==> config.mk <==
export PLATFORM = sky130hd
export DESIGN_NAME = uart_tx_fifo_flat
export DESIGN_NICKNAME = d
export VERILOG_FILES = /design/src/rtl/uart_tx_fifo_if.sv /design/src/rtl/uart_tx_fifo.sv /design/src/flat_wrapper.sv
export SDC_FILE = /design/constraint.sdc
export NUM_CORES = 1
export LEC_CHECK = 0
export CORE_MARGIN = 3
export CORE_UTILIZATION = 35
export CTS_CLUSTER_SIZE = 28
export DETAILED_ROUTE_END_ITERATION = 10
export GPL_TIMING_DRIVEN = 0
export MAX_ROUTING_LAYER = met4
export PLACE_DENSITY = 0.58
export SYNTH_ARGS = -nofsm -noshare
export SYNTH_HDL_FRONTEND = slang
export SYNTH_SLANG_ARGS = --single-unit
==> constraint.sdc <==
create_clock -name clk -period 4.3 [get_ports clk]
set_clock_uncertainty 0.15 [all_clocks]
set_input_delay 0.43 -clock clk [delete_from_list [all_inputs] [get_ports clk]]
set_output_delay 0.43 -clock clk [all_outputs]
set_load 0.1 [all_outputs]
==> src/rtl/uart_tx_fifo_if.sv <==
// Push-side handshake bundle for uart_tx_fifo: the source drives a word and valid,
// the transmitter answers with ready.
interface uart_tx_fifo_if #(
    parameter int DATA_BITS = 8
);
    logic [DATA_BITS-1:0] in_data;
    logic                 in_valid;
    logic                 in_ready;

    modport master (output in_data, output in_valid, input in_ready);
    modport slave  (input in_data, input in_valid, output in_ready);
endinterface

==> src/rtl/uart_tx_fifo.sv <==
// Parametrised UART transmitter fed by a small FIFO; frames are sent back-to-back
// with configurable bit time, data width, parity and stop bits.
module uart_tx_fifo #(
    parameter int CLKS_PER_BIT = 868,
    parameter int DATA_BITS    = 8,
    parameter int PARITY       = 0,
    parameter int STOP_BITS    = 1,
    parameter int FIFO_DEPTH   = 16
) (
    input  logic                          clk,
    input  logic                          reset_pin,
    uart_tx_fifo_if.slave                 s_in,
    output logic                          tx,
    output logic                          busy,
    output logic [$clog2(FIFO_DEPTH):0]   fifo_count
);
    localparam int PW = $clog2(FIFO_DEPTH);
    localparam int CW = $clog2(CLKS_PER_BIT);
    localparam logic [PW:0]   FULL_COUNT = (PW+1)'(FIFO_DEPTH);
    localparam logic [CW-1:0] BAUD_LAST  = CW'(CLKS_PER_BIT - 1);
    localparam logic [3:0]    DATA_LAST  = 4'(DATA_BITS - 1);
    localparam logic [3:0]    STOP_LAST  = 4'(STOP_BITS - 1);

    typedef enum logic [2:0] {IDLE, START, DATA, PAR, STOP} state_t;

    state_t               r_state;
    state_t               w_state_next;
    logic [DATA_BITS-1:0] r_mem [FIFO_DEPTH];
    logic [PW-1:0]        r_wr_ptr;
    logic [PW-1:0]        r_rd_ptr;
    logic [PW:0]          r_count;
    logic [DATA_BITS-1:0] r_shift;
    logic [DATA_BITS-1:0] w_shift_next;
    logic [DATA_BITS-1:0] w_head;
    logic                 r_parity;
    logic                 w_parity_next;
    logic [CW-1:0]        r_baud;
    logic [3:0]           r_bit;
    logic                 r_tx;
    logic                 w_tx_next;
    logic                 w_ready;
    logic                 w_push;
    logic                 w_pop;
    logic                 w_baud_done;

    assign w_ready        = (r_count < FULL_COUNT) && reset_pin;
    assign s_in.in_ready  = w_ready;
    assign w_push         = s_in.in_valid && w_ready;
    assign w_head         = r_mem[r_rd_ptr];
    assign w_baud_done    = (r_baud == BAUD_LAST);

    assign tx         = r_tx;
    assign busy       = (r_state != IDLE) || (r_count != '0);
    assign fifo_count = r_count;

    always_comb begin
        w_state_next  = r_state;
        w_pop         = 1'b0;
        w_shift_next  = r_shift;
        w_parity_next = r_parity;
        w_tx_next     = 1'b1;
        case (r_state)
            IDLE: begin
                if (r_count != '0) begin
                    w_pop        = 1'b1;
                    w_state_next = START;
                end
            end
            START: begin
                if (w_baud_done) w_state_next = DATA;
            end
            DATA: begin
                if (w_baud_done) begin
                    w_shift_next = r_shift >> 1;
                    if (r_bit == DATA_LAST) w_state_next = (PARITY != 0) ? PAR : STOP;
                end
            end
            PAR: begin
                if (w_baud_done) w_state_next = STOP;
            end
            STOP: begin
                // Popping on the last stop cycle chains the next start bit with no idle gap
                if (w_baud_done && (r_bit == STOP_LAST)) begin
                    if (r_count != '0) begin
                        w_pop        = 1'b1;
                        w_state_next = START;
                    end else begin
                        w_state_next = IDLE;
                    end
                end
            end
            default: w_state_next = IDLE;
        endcase

        if (w_pop) begin
            w_shift_next  = w_head;
            w_parity_next = (PARITY == 1) ? ~(^w_head) : (^w_head);
        end

        // tx is registered, so it is derived from where the FSM will be after this edge
        case (w_state_next)
            START:   w_tx_next = 1'b0;
            DATA:    w_tx_next = w_shift_next[0];
            PAR:     w_tx_next = w_parity_next;
            default: w_tx_next = 1'b1;
        endcase
    end

    always_ff @(posedge clk) begin
        if (w_push) r_mem[r_wr_ptr] <= s_in.in_data;
    end

    always_ff @(posedge clk) begin
        if (!reset_pin) begin
            r_state  <= IDLE;
            r_wr_ptr <= '0;
            r_rd_ptr <= '0;
            r_count  <= '0;
            r_shift  <= '0;
            r_parity <= 1'b0;
            r_baud   <= '0;
            r_bit    <= '0;
            r_tx     <= 1'b1;
        end else begin
            r_state  <= w_state_next;
            r_shift  <= w_shift_next;
            r_parity <= w_parity_next;
            r_tx     <= w_tx_next;
            r_baud   <= ((r_state == IDLE) || w_baud_done) ? '0 : r_baud + CW'(1);
            if (w_state_next != r_state) r_bit <= '0;
            else if (w_baud_done)        r_bit <= r_bit + 4'd1;
            if (w_push) r_wr_ptr <= r_wr_ptr + PW'(1);
            if (w_pop)  r_rd_ptr <= r_rd_ptr + PW'(1);
            case ({w_push, w_pop})
                2'b10:   r_count <= r_count + (PW+1)'(1);
                2'b01:   r_count <= r_count - (PW+1)'(1);
                default: r_count <= r_count;
            endcase
        end
    end
endmodule

==> src/flat_wrapper.sv <==
// flat-port wrapper written by rule: the top's interface ports become plain ports
module uart_tx_fifo_flat 
#(
    parameter int CLKS_PER_BIT = 868,
    parameter int DATA_BITS    = 8,
    parameter int PARITY       = 0,
    parameter int STOP_BITS    = 1,
    parameter int FIFO_DEPTH   = 16
)
  (clk, reset_pin, tx, busy, fifo_count, s_in_in_data, s_in_in_valid, s_in_in_ready);
  uart_tx_fifo_if #(.DATA_BITS(DATA_BITS)) s_in_i ();
  input  logic clk;
  input  logic reset_pin;
  output logic tx;
  output logic busy;
  output logic [$clog2(FIFO_DEPTH):0] fifo_count;
  input wire logic [$bits(s_in_i.in_data)-1:0] s_in_in_data;
  input wire logic [$bits(s_in_i.in_valid)-1:0] s_in_in_valid;
  output wire logic [$bits(s_in_i.in_ready)-1:0] s_in_in_ready;
  assign s_in_i.in_data = s_in_in_data;
  assign s_in_i.in_valid = s_in_in_valid;
  assign s_in_in_ready = s_in_i.in_ready;
  uart_tx_fifo #(.CLKS_PER_BIT(CLKS_PER_BIT), .DATA_BITS(DATA_BITS), .PARITY(PARITY), .STOP_BITS(STOP_BITS), .FIFO_DEPTH(FIFO_DEPTH)) u_core (.clk(clk), .reset_pin(reset_pin), .s_in(s_in_i), .tx(tx), .busy(busy), .fifo_count(fifo_count));
endmodule
==> results.cfg <==
[yosys]
synthesis.area_sq_mm = 0.00702
synth.net_count = 492
synth.avg_cell_area_sq_um = 14.9
post_synth_num_cell_types = 41
ys.flop_type = sky130_fd_sc_hd__edfxtp_1
synthCells = 470
ffs_w_async_s_r_synth_pct = 0
synth_sequential_area_ratio_pct = 67.3
synth-warning-count = 0
synth-seq-cells = 172
synth_enable_flop_cells = 128

[finish]
final-seq-area_sq_mm = 0.00472
multiInputGateArea_sq_mm = 0.00213
finalNetCount = 529
fill_cells = 1788
final_layout_size_suffix_gt1_share_pct = 12.9
final_std_cells_w_o_fill = 785
commonest_non_fill_non_tap_cell_in_the_layout = sky130_fd_sc_hd__edfxtp_1
syn2layout_area_growth_pct = 15.1
num_antenna_cells = 0
layout_common_cells = sky130_fd_sc_hd__edfxtp_1, sky130_fd_sc_hd__nor2_1, sky130_fd_sc_hd__dfxtp_1, sky130_fd_sc_hd__nand2_1, sky130_fd_sc_hd__mux4_2

[grt]
gr-usage-all-layers_pct = 13.8
first_global_vias = 4010
grt_start_max_net_pins = 17
grt_pass1_wl_mm = 22.0
globalRoute.totalOverflow = 0
grt_antenna_before_repair = 0

[timing]
finalHoldViolCount = 0
post-route-min-period_ns = 3.85
grt_setup_unrepaired = false
fmax_mhz = 260
worst-slew-pin-transition_ns = 1.36
timing.final.setup_violations = 0
setup-tns-final_ns = 0
min_period_over_period_pct = 89.5
slew-limit-headroom_pct = 8.47
max_slew_vio_count = 0

[clock_network]
tritoncts = built
post_cts.resized_instances = 0
htree_levels = 4
ctsRootBufferMaster = sky130_fd_sc_hd__clkbuf_16
postCtsHoldBufs = 0
cts_setup_buffers = 0
cts_buffer_depth = 2
clkLatencyLatePin_ns = 0.42
clock_sinks = 172
clkSlewWorstSetupHoldPaths_ns = 0.06
cts_made_buffers = 17

[floorplanning]
dieArea_sq_mm = 0.0218
initial_utilization_pct = 35.8
die_y_um = 148
pin_count = 19
rows = 51
coreArea_sq_mm = 0.0196
die_width_um = 148

[worst_setup_path]
critical_path_required_ns = 4.49
critical_path.cell_chain = ha_1, nor3b_1, and4b_1, o21ai_2, inv_2, buf_2, ha_1, clkbuf_1, xor2_1, ha_1, o21ai_0, nand2b_1, a21oi_1, a31oi_1, or3_1, a21oi_1
timing.critical_path.slowest_stage_cell = sky130_fd_sc_hd__dfxtp_1
worst_setup_path_start_kind = flip-flop
worst-path-max-fanout = 10
worstSetupPathType = reg -> reg
rrSetupSlack_ns = 0.45
critical_path_endpoint_category = flip-flop
cp_common_cell = sky130_fd_sc_hd__ha_1
crit-reg2reg-capture = u_core.fifo_count[4]
timing.reg2reg.worst_path_depth = 16
critical_path.max_stage_delay_ns = 0.36
r2r-start = u_core.r_baud[0]
destination_of_the_critical_timing_path = u_core.fifo_count[4]
worstSetupStartpoint = u_core.r_baud[0]
crit_arrival_ns = 4.04

[power_and_ir_drop]
leakage_power_nw = 2.62
worst_ir_drop_vdd_mv = 0.315
power_mw = 4.90
power_density_mw_per_mm2 = 606

[drt]
postRouteAntennaNets = 0
drtIter0Drc = 302
post-route-drc-count = 0
num_vias = 3942
detail_route.first_pass.iterations = 4
vias_per_cell = 5.02
avgRoutedWirePerCell_um = 17.5
drt-total-wl_mm = 13.8

[place]
post-place-cells = 753
dp.final_hpwl_mm = 9.15
gp_congestion = 0.805
port_buffers = 18

[run]
cap_violations = 0

[run_status]
status = complete, no violations

[min_path]
hp-start = u_core.r_baud[0]
hold_path_class = reg -> reg
-- critical path, delay by kind of cell, from the launching register on --
kind,cells,cell delay [ns]
flip-flops,1,0.36
adder cells (fa/ha/maj),3,0.65
XOR/XNOR,1,0.13
buffers and inverters,3,0.65
AND/OR/NAND/NOR,4,1.08
AO/OA/AOI/OAI,5,0.75
-- cell type report --
cell class	count	area share, %
plain buffers	25	1.69
clock buffers	19	5.36
clock inverters	13	1.36
inverters	11	0.511
multi-input cells	262	26.3
flip-flops and latches	172	58.5
well taps	265	4.10
repair buffers	18	2.23
-- synthesized netlist by cell type, drive strengths merged, types with 3 or more instances --
master | n | area [sq um]
a21oi | 9 | 45.0
a22oi | 18 | 135
a311oi | 5 | 43.8
a31oi | 5 | 31.3
and2 | 3 | 18.8
buf | 11 | 83.8
clkbuf | 14 | 52.6
dfxtp | 44 | 881
edfxtp | 128 | 3840
ha | 11 | 138
inv | 11 | 41.3
mux4 | 32 | 751
nand2 | 42 | 158
nand2b | 3 | 18.8
nand3 | 9 | 45.0
nand4 | 5 | 31.3
nor2 | 52 | 195
nor2b | 3 | 18.8
nor3 | 8 | 40.0
o21ai | 9 | 48.8
or3 | 4 | 25.0
xnor2 | 14 | 123
xor2 | 15 | 131
-- power breakdown --
group | switching, mW | internal [mW] | total (mW)
Clock | 0.653 | 0.754 | 1.41
Sequential | 0.0688 | 1.89 | 1.96
Combinational | 0.951 | 0.586 | 1.54
-- metrics by stage --
| step | hold slack [ns] | area, sq um | setup WS (ns) | utilization [%] |
|---|---|---|---|---|
| final | 0.306 | 8080 | 0.451 | 41.3 |
| after global routing | 0.330 | 8080 | 0.0561 | 41.3 |
| after CTS | 0.313 | 8080 | 0.470 | 41.2 |
| after detailed placement | 0.298 | 7530 | 0.391 | 38.5 |
| after global placement | 0.291 | 7530 | 0.496 | 38.5 |
| after floorplan | 0.276 | 7020 | 0.219 | - |
-- kinds of logic (layout without fill, tap and decap cells) --
logic type / count (synthesis) / count (layout) / synth area share, %
flops: 172 / 172 / 67.3
xor+xnor: 29 / 29 / 3.62
compound gates: 52 / 52 / 4.94
mux: 34 / 34 / 11.0
simple gates: 136 / 136 / 8.68
buf+inv: 36 / 86 / 2.53
fa+ha+maj: 11 / 11 / 1.96
-- worst min-delay path by stage --
stage	end	slack (ns)	depth (start not counted)
4_1_cts	u_core.r_baud[0]	0.31	1
2_1_floorplan	u_core.r_baud[0]	0.28	1
3_5_place_dp	u_core.r_baud[0]	0.30	1
5_1_grt	u_core.r_baud[0]	0.33	1
6_report	u_core.r_baud[0]	0.31	1
3_3_place_gp	u_core.r_baud[0]	0.29	1
-- layer usage --
| layer | global-route usage [%] | routed length [um] |
|---|---|---|
| met5 | - | 0 |
| met4 | 4.57 | 192 |
| met1 | 18.6 | 6410 |
| met2 | 20.9 | 6560 |
| met3 | 3.22 | 608 |
-- flip-flops by register name, indices dropped and copies added, names as in the netlist, named ones only --
register / cells
u_core.fifo_count: 5
u_core.r_baud: 10
u_core.r_bit: 4
u_core.r_mem: 128
u_core.r_parity: 1
u_core.r_rd_ptr: 4
u_core.r_shift: 8
u_core.r_state: 3
u_core.r_wr_ptr: 4
u_core.tx: 1
No activity file was read; power rests on OpenSTA's default activity.
==> RTL change 1, RTL diff (same settings) <==
Remove the register `r_tx`: a continuous assignment takes its place, so the output `tx` follows one clock earlier.
--- a/src/rtl/uart_tx_fifo.sv
+++ b/src/rtl/uart_tx_fifo.sv
@@ -120,12 +120,10 @@
             r_parity <= 1'b0;
             r_baud   <= '0;
             r_bit    <= '0;
-            r_tx     <= 1'b1;
         end else begin
             r_state  <= w_state_next;
             r_shift  <= w_shift_next;
             r_parity <= w_parity_next;
-            r_tx     <= w_tx_next;
             r_baud   <= ((r_state == IDLE) || w_baud_done) ? '0 : r_baud + CW'(1);
             if (w_state_next != r_state) r_bit <= '0;
             else if (w_baud_done)        r_bit <= r_bit + 4'd1;
@@ -138,5 +136,7 @@
             endcase
         end
     end
+
+    assign r_tx = w_tx_next;
 endmodule
 
Function: changed (Yosys sat finds a counterexample within 4 cycles, from zero or initial values and one cycle with reset_pin low).
==> RTL change 1 against the unedited design <==
- die area shrank 0.70%
- power rose by 5.1%
- sequential cell count is 1 lower
- synthesized area fell by 0.73%
- setup slack lost 72 ps
- cell area is 0.15% lower
- count of clock-buffer cells in the layout is 1 lower
- routed wire length fell by 0.36%
- non-clock buffer count shrank 3
- sequential share of layout area shrank 0.16 points
- largest cell class unchanged
- highest routed layer unchanged
==> RTL change 1: results <==
export IMPL_grt_usage_pct=13.6
export IMPL_ir_drop_mv=0.411
export IMPL_worst_pin_slew_ps=1280
export IMPL_wl_per_cell_um=17.8
export IMPL_ys_seq_area_share_pct=67.5
export IMPL_cp_arrival_ps=3340
export IMPL_drtIter0Drc=329
export IMPL_clk_latency_ps=430
export IMPL_power_leakage_nw=2.59
export IMPL_dpl_cell_area_um2=7480
export IMPL_p_switching_mw=1.77
export IMPL_grt_pass1_wl_mm=21.7
export IMPL_max_clock_path_buffers=2
export IMPL_outcome="finished clean"
export IMPL_max_stage_delay_ps=440
export IMPL_nets=520
export IMPL_ys_flop_type="edfxtp_1"
export IMPL_place_gp_congestion=0.809
export IMPL_cp_slowest_cell="or3b_1"
export IMPL_syn_nets=484
export IMPL_ys_types=43
export IMPL_crit_path_max_fanout=6
export IMPL_synth_common_cells="edfxtp_1 (128), dfxtp_1 (43), nand2_1 (40)"
export IMPL_drt_total_wl_mm=13.7
export IMPL_grt_pass1_vias=3818
export IMPL_dp_slack_ps=-4.10
export IMPL_dpl_cell_count=740
export IMPL_syn_avg_cell_area_um2=15.1
export IMPL_overflow=0
export IMPL_drive_gt1_share_pct=14.5
export IMPL_ys_warn_count=0
export IMPL_cts_resized_gates=1
export IMPL_synth_area_top_cells="edfxtp_1 (55%), dfxtp_1 (12%), mux4_2 (10%)"
export IMPL_vias_per_cell=4.94
export IMPL_hpwl_mm=9.06
RTL change 1: cell types whose count changed in the layout (fill, tap and decap cells not counted), sizes merged, moves of 4 or more:
cell and change:
nor2 -15, a31oi -4, xor2 -6, and2 +11, xnor2 +8
RTL change 1: power groups by stage:
stage	clock network [mW]	logic, mW	registers (mW)
after floorplan	0	1.14	2.13
after global placement	0	1.65	1.99
after detailed placement	0	1.67	1.99
after CTS	1.55	1.67	1.96
after global routing	1.62	1.80	1.97
final	1.53	1.66	1.96
RTL change 1: final cells by class:
type,instances,area [um2]
multi-input combinational,259,2150
fill,1773,11100
sequential,171,4700
timing repair buffer,18,175
buffer,22,88.8
tap,260,325
clock inverter,14,158
clock buffer,18,429
inverter,9,37.5
RTL change 1: path summary, 6_finish.rpt:
check	slack, ps	endpoint	start	cells after the start
setup / recovery	380	tx	u_core.r_baud[0]	10
hold / removal	310	u_core.r_shift[3]	u_core.r_shift[3]	2
setup reg to reg	380	u_core.fifo_count[4]	u_core.r_baud[0]	15
hold reg to reg	310	u_core.r_shift[3]	u_core.r_shift[3]	2
RTL change 1: routing by layer:
metal | track usage [%] | part of all wire, % | vias to the layer above
li1 | - | - | 1810
met1 | 19.3 | 49 | 1921
met2 | 20.1 | 46 | 69
met3 | 3.18 | 3.9 | 12
met4 | 3.22 | 0.94 | 0
met5 | - | 0 | -
RTL change 1: logic make-up (layout without fill, tap and decap cells):
| kind of cell | count (synthesis) | in the layout | synth area share (%) |
|---|---|---|---|
| adder cells (fa/ha/maj) | 11 | 11 | 1.97 |
| AND/OR/NAND/NOR | 131 | 131 | 8.85 |
| flip-flops | 171 | 171 | 67.5 |
| AO/OA/AOI/OAI | 51 | 51 | 5.19 |
| XOR/XNOR | 31 | 31 | 3.90 |
| multiplexers | 35 | 35 | 10.8 |
| buffers and inverters | 32 | 81 | 1.81 |
RTL change 1: critical path, delay by kind of cell (launching register included):
family	cells	cell delay [ps]
fa+ha+maj	1	210
compound gates	2	290
simple gates	3	1100
mux	1	240
flops	1	380
buf+inv	3	700
==> RTL change 2, RTL diff (same flow settings) <==
Without the edit above. `FIFO_DEPTH` is set to 16 in 2 places; all go to 32.
--- a/src/rtl/uart_tx_fifo.sv
+++ b/src/rtl/uart_tx_fifo.sv
@@ -5,7 +5,7 @@
     parameter int DATA_BITS    = 8,
     parameter int PARITY       = 0,
     parameter int STOP_BITS    = 1,
-    parameter int FIFO_DEPTH   = 16
+    parameter int FIFO_DEPTH   = 32
 ) (
     input  logic                          clk,
     input  logic                          reset_pin,
--- a/src/flat_wrapper.sv
+++ b/src/flat_wrapper.sv
@@ -5,7 +5,7 @@
     parameter int DATA_BITS    = 8,
     parameter int PARITY       = 0,
     parameter int STOP_BITS    = 1,
-    parameter int FIFO_DEPTH   = 16
+    parameter int FIFO_DEPTH   = 32
 )
   (clk, reset_pin, tx, busy, fifo_count, s_in_in_data, s_in_in_valid, s_in_in_ready);
   uart_tx_fifo_if #(.DATA_BITS(DATA_BITS)) s_in_i ();
Interface: changed (resized fifo_count); port bits go from 19 to 20. The function was not compared with the original's and may differ.
==> RTL change 2 against the unedited design <==
- first-iteration DRC count rose by 62%
- clock power rose by 97%
- sequential cell count rose by 132
- maximum frequency fell by 2.4%
- power rose by 64%
- synthesized area rose by 75%
- cell area rose by 75%
- routed wire length rose by 99%
- core utilization fell by 0.42 points
- critical path depth fell by 1
- setup slack got worse by 93 ps
- critical path type unchanged
- hold slack got worse by 150 ps
==> RTL change 2: results <==
export IMPL_drive_gt1_share_pct=16.8
export IMPL_use_met3_pct=2.91
export IMPL_max_clock_path_buffers=3
export IMPL_cts_root_buf="clkbuf_16"
export IMPL_postSynthCellCount=740
export IMPL_dpl_cell_area_um2=13000
export IMPL_cp_data_required_time_ps=4590
export IMPL_hold_class="in -> reg"
export IMPL_reg2reg_depth=15
export IMPL_dpl_cell_count=1213
export IMPL_ys_flop_type="edfxtp_1"
export IMPL_whs_path_depth=3
export IMPL_grt_max_degree=33
export IMPL_ys_seq_area_share_pct=70.3
export IMPL_grt_usage_pct=15.2
export IMPL_synth_edf_count=256
export IMPL_dp_slack_ps=92.4
export IMPL_synth_fa_ha_area_share_pct=1.02
export IMPL_wl_met2_mm=12.6
export IMPL_power_leakage_nw=4.49
export IMPL_grt_pass1_wl_mm=41.9
export IMPL_synth_area_top_cells="edfxtp_1 (63%), mux4_2 (11%), dfxtp_1 (7.8%)"
export IMPL_place_gp_congestion=0.811
export IMPL_wl_met3_mm=1.66
export IMPL_ir_drop_mv=0.325
export IMPL_outcome="finished clean"
export IMPL_top_regs="u_core.r_mem x256, u_core.r_baud x10, u_core.r_shift x8"
export IMPL_synth_xor_area_share_pct=2.18
export IMPL_topRoutingLayerUsed="met4"
export IMPL_cts_buffers=34
export IMPL_ys_types=57
export IMPL_grt_pass1_vias=6665
export IMPL_stdcell_count=1276
export IMPL_grt_use_met2_pct=22.5
export IMPL_cts_htree_levels=2
export IMPL_clk_latency_ps=540
export IMPL_syn_nets=761
export IMPL_synth_compound_gate_area_share_pct=4.04
export IMPL_hpwl_mm=17.3
export IMPL_vias_per_cell=5.17
export IMPL_drtIter0Drc=489
export IMPL_synth_common_cells="edfxtp_1 (256), nor2_1 (63), mux4_2 (60)"
export IMPL_wl_per_cell_um=21.5
export IMPL_slew_headroom_pct=15.3
export IMPL_fill_cells=3165
export IMPL_synth_area_mux_share_pct=12.8
## RTL change 2: changes by cell type after synthesis, moves of 14 or more
cell | before | now
edfxtp_1 | 128 | 256
mux2i_1 | 2 | 21
o22ai_1 | 2 | 16
nand2_1 | 42 | 56
mux4_2 | 24 | 60
and2_1 | 3 | 17
a22oi_1 | 18 | 0
## RTL change 2: what timing repair did
item,in CTS,in global routing
buffers inserted,0,1
gates resized for setup,0,3
endpoints found under the setup margin,0,2
hold endpoints to repair,0,0
## RTL change 2: critical path, stage by stage (launching register included)
cell	delay, ps
dfxtp_1	370
ha_1	240
or4b_4	520
o41ai_4	350
buf_4	190
nand3_4	110
inv_2	150
clkbuf_2	250
ha_1	210
buf_2	230
xor2_1	170
ha_1	210
a31oi_1	60
xor2_1	170
or3_1	300
a21boi_0	150
## RTL change 2: cell type report
cell class                 count  area (um2)  area share (%)
inverter                      11        41.3           0.292
timing repair buffer          19         188            1.33
buffer                        37         160            1.13
tap                          455         569            4.03
clock inverter                23         206            1.46
clock buffer                  39         870            6.15
multi-input combinational    388        3460            24.5
sequential                   304        8650            61.2
## RTL change 2: cells by family after synthesis
group	count (synthesis)
DFF	304
AOI/OAI and AO/OA	69
and+or+nand+nor	198
muxes	82
buffers and inverters	48
adders and majority gates	10
xor gates and xnor gates	29
## RTL change 2: path summary, 6_finish.rpt
| path | from | slack (ps) | end |
|---|---|---|---|
| max | u_core.r_baud[0] | 360 | u_core.fifo_count[2] |
| min | reset_pin | 150 | u_core.fifo_count[4] |
| max reg2reg | u_core.r_baud[0] | 360 | u_core.fifo_count[2] |
| min reg2reg | u_core.r_baud[0] | 310 | u_core.r_baud[0] |
## RTL change 2: power by group
group	total [mW]	switching (mW)	internal (mW)
sequential	3.35	0.0591	3.29
clock	2.78	1.18	1.60
combinational	1.91	1.13	0.781
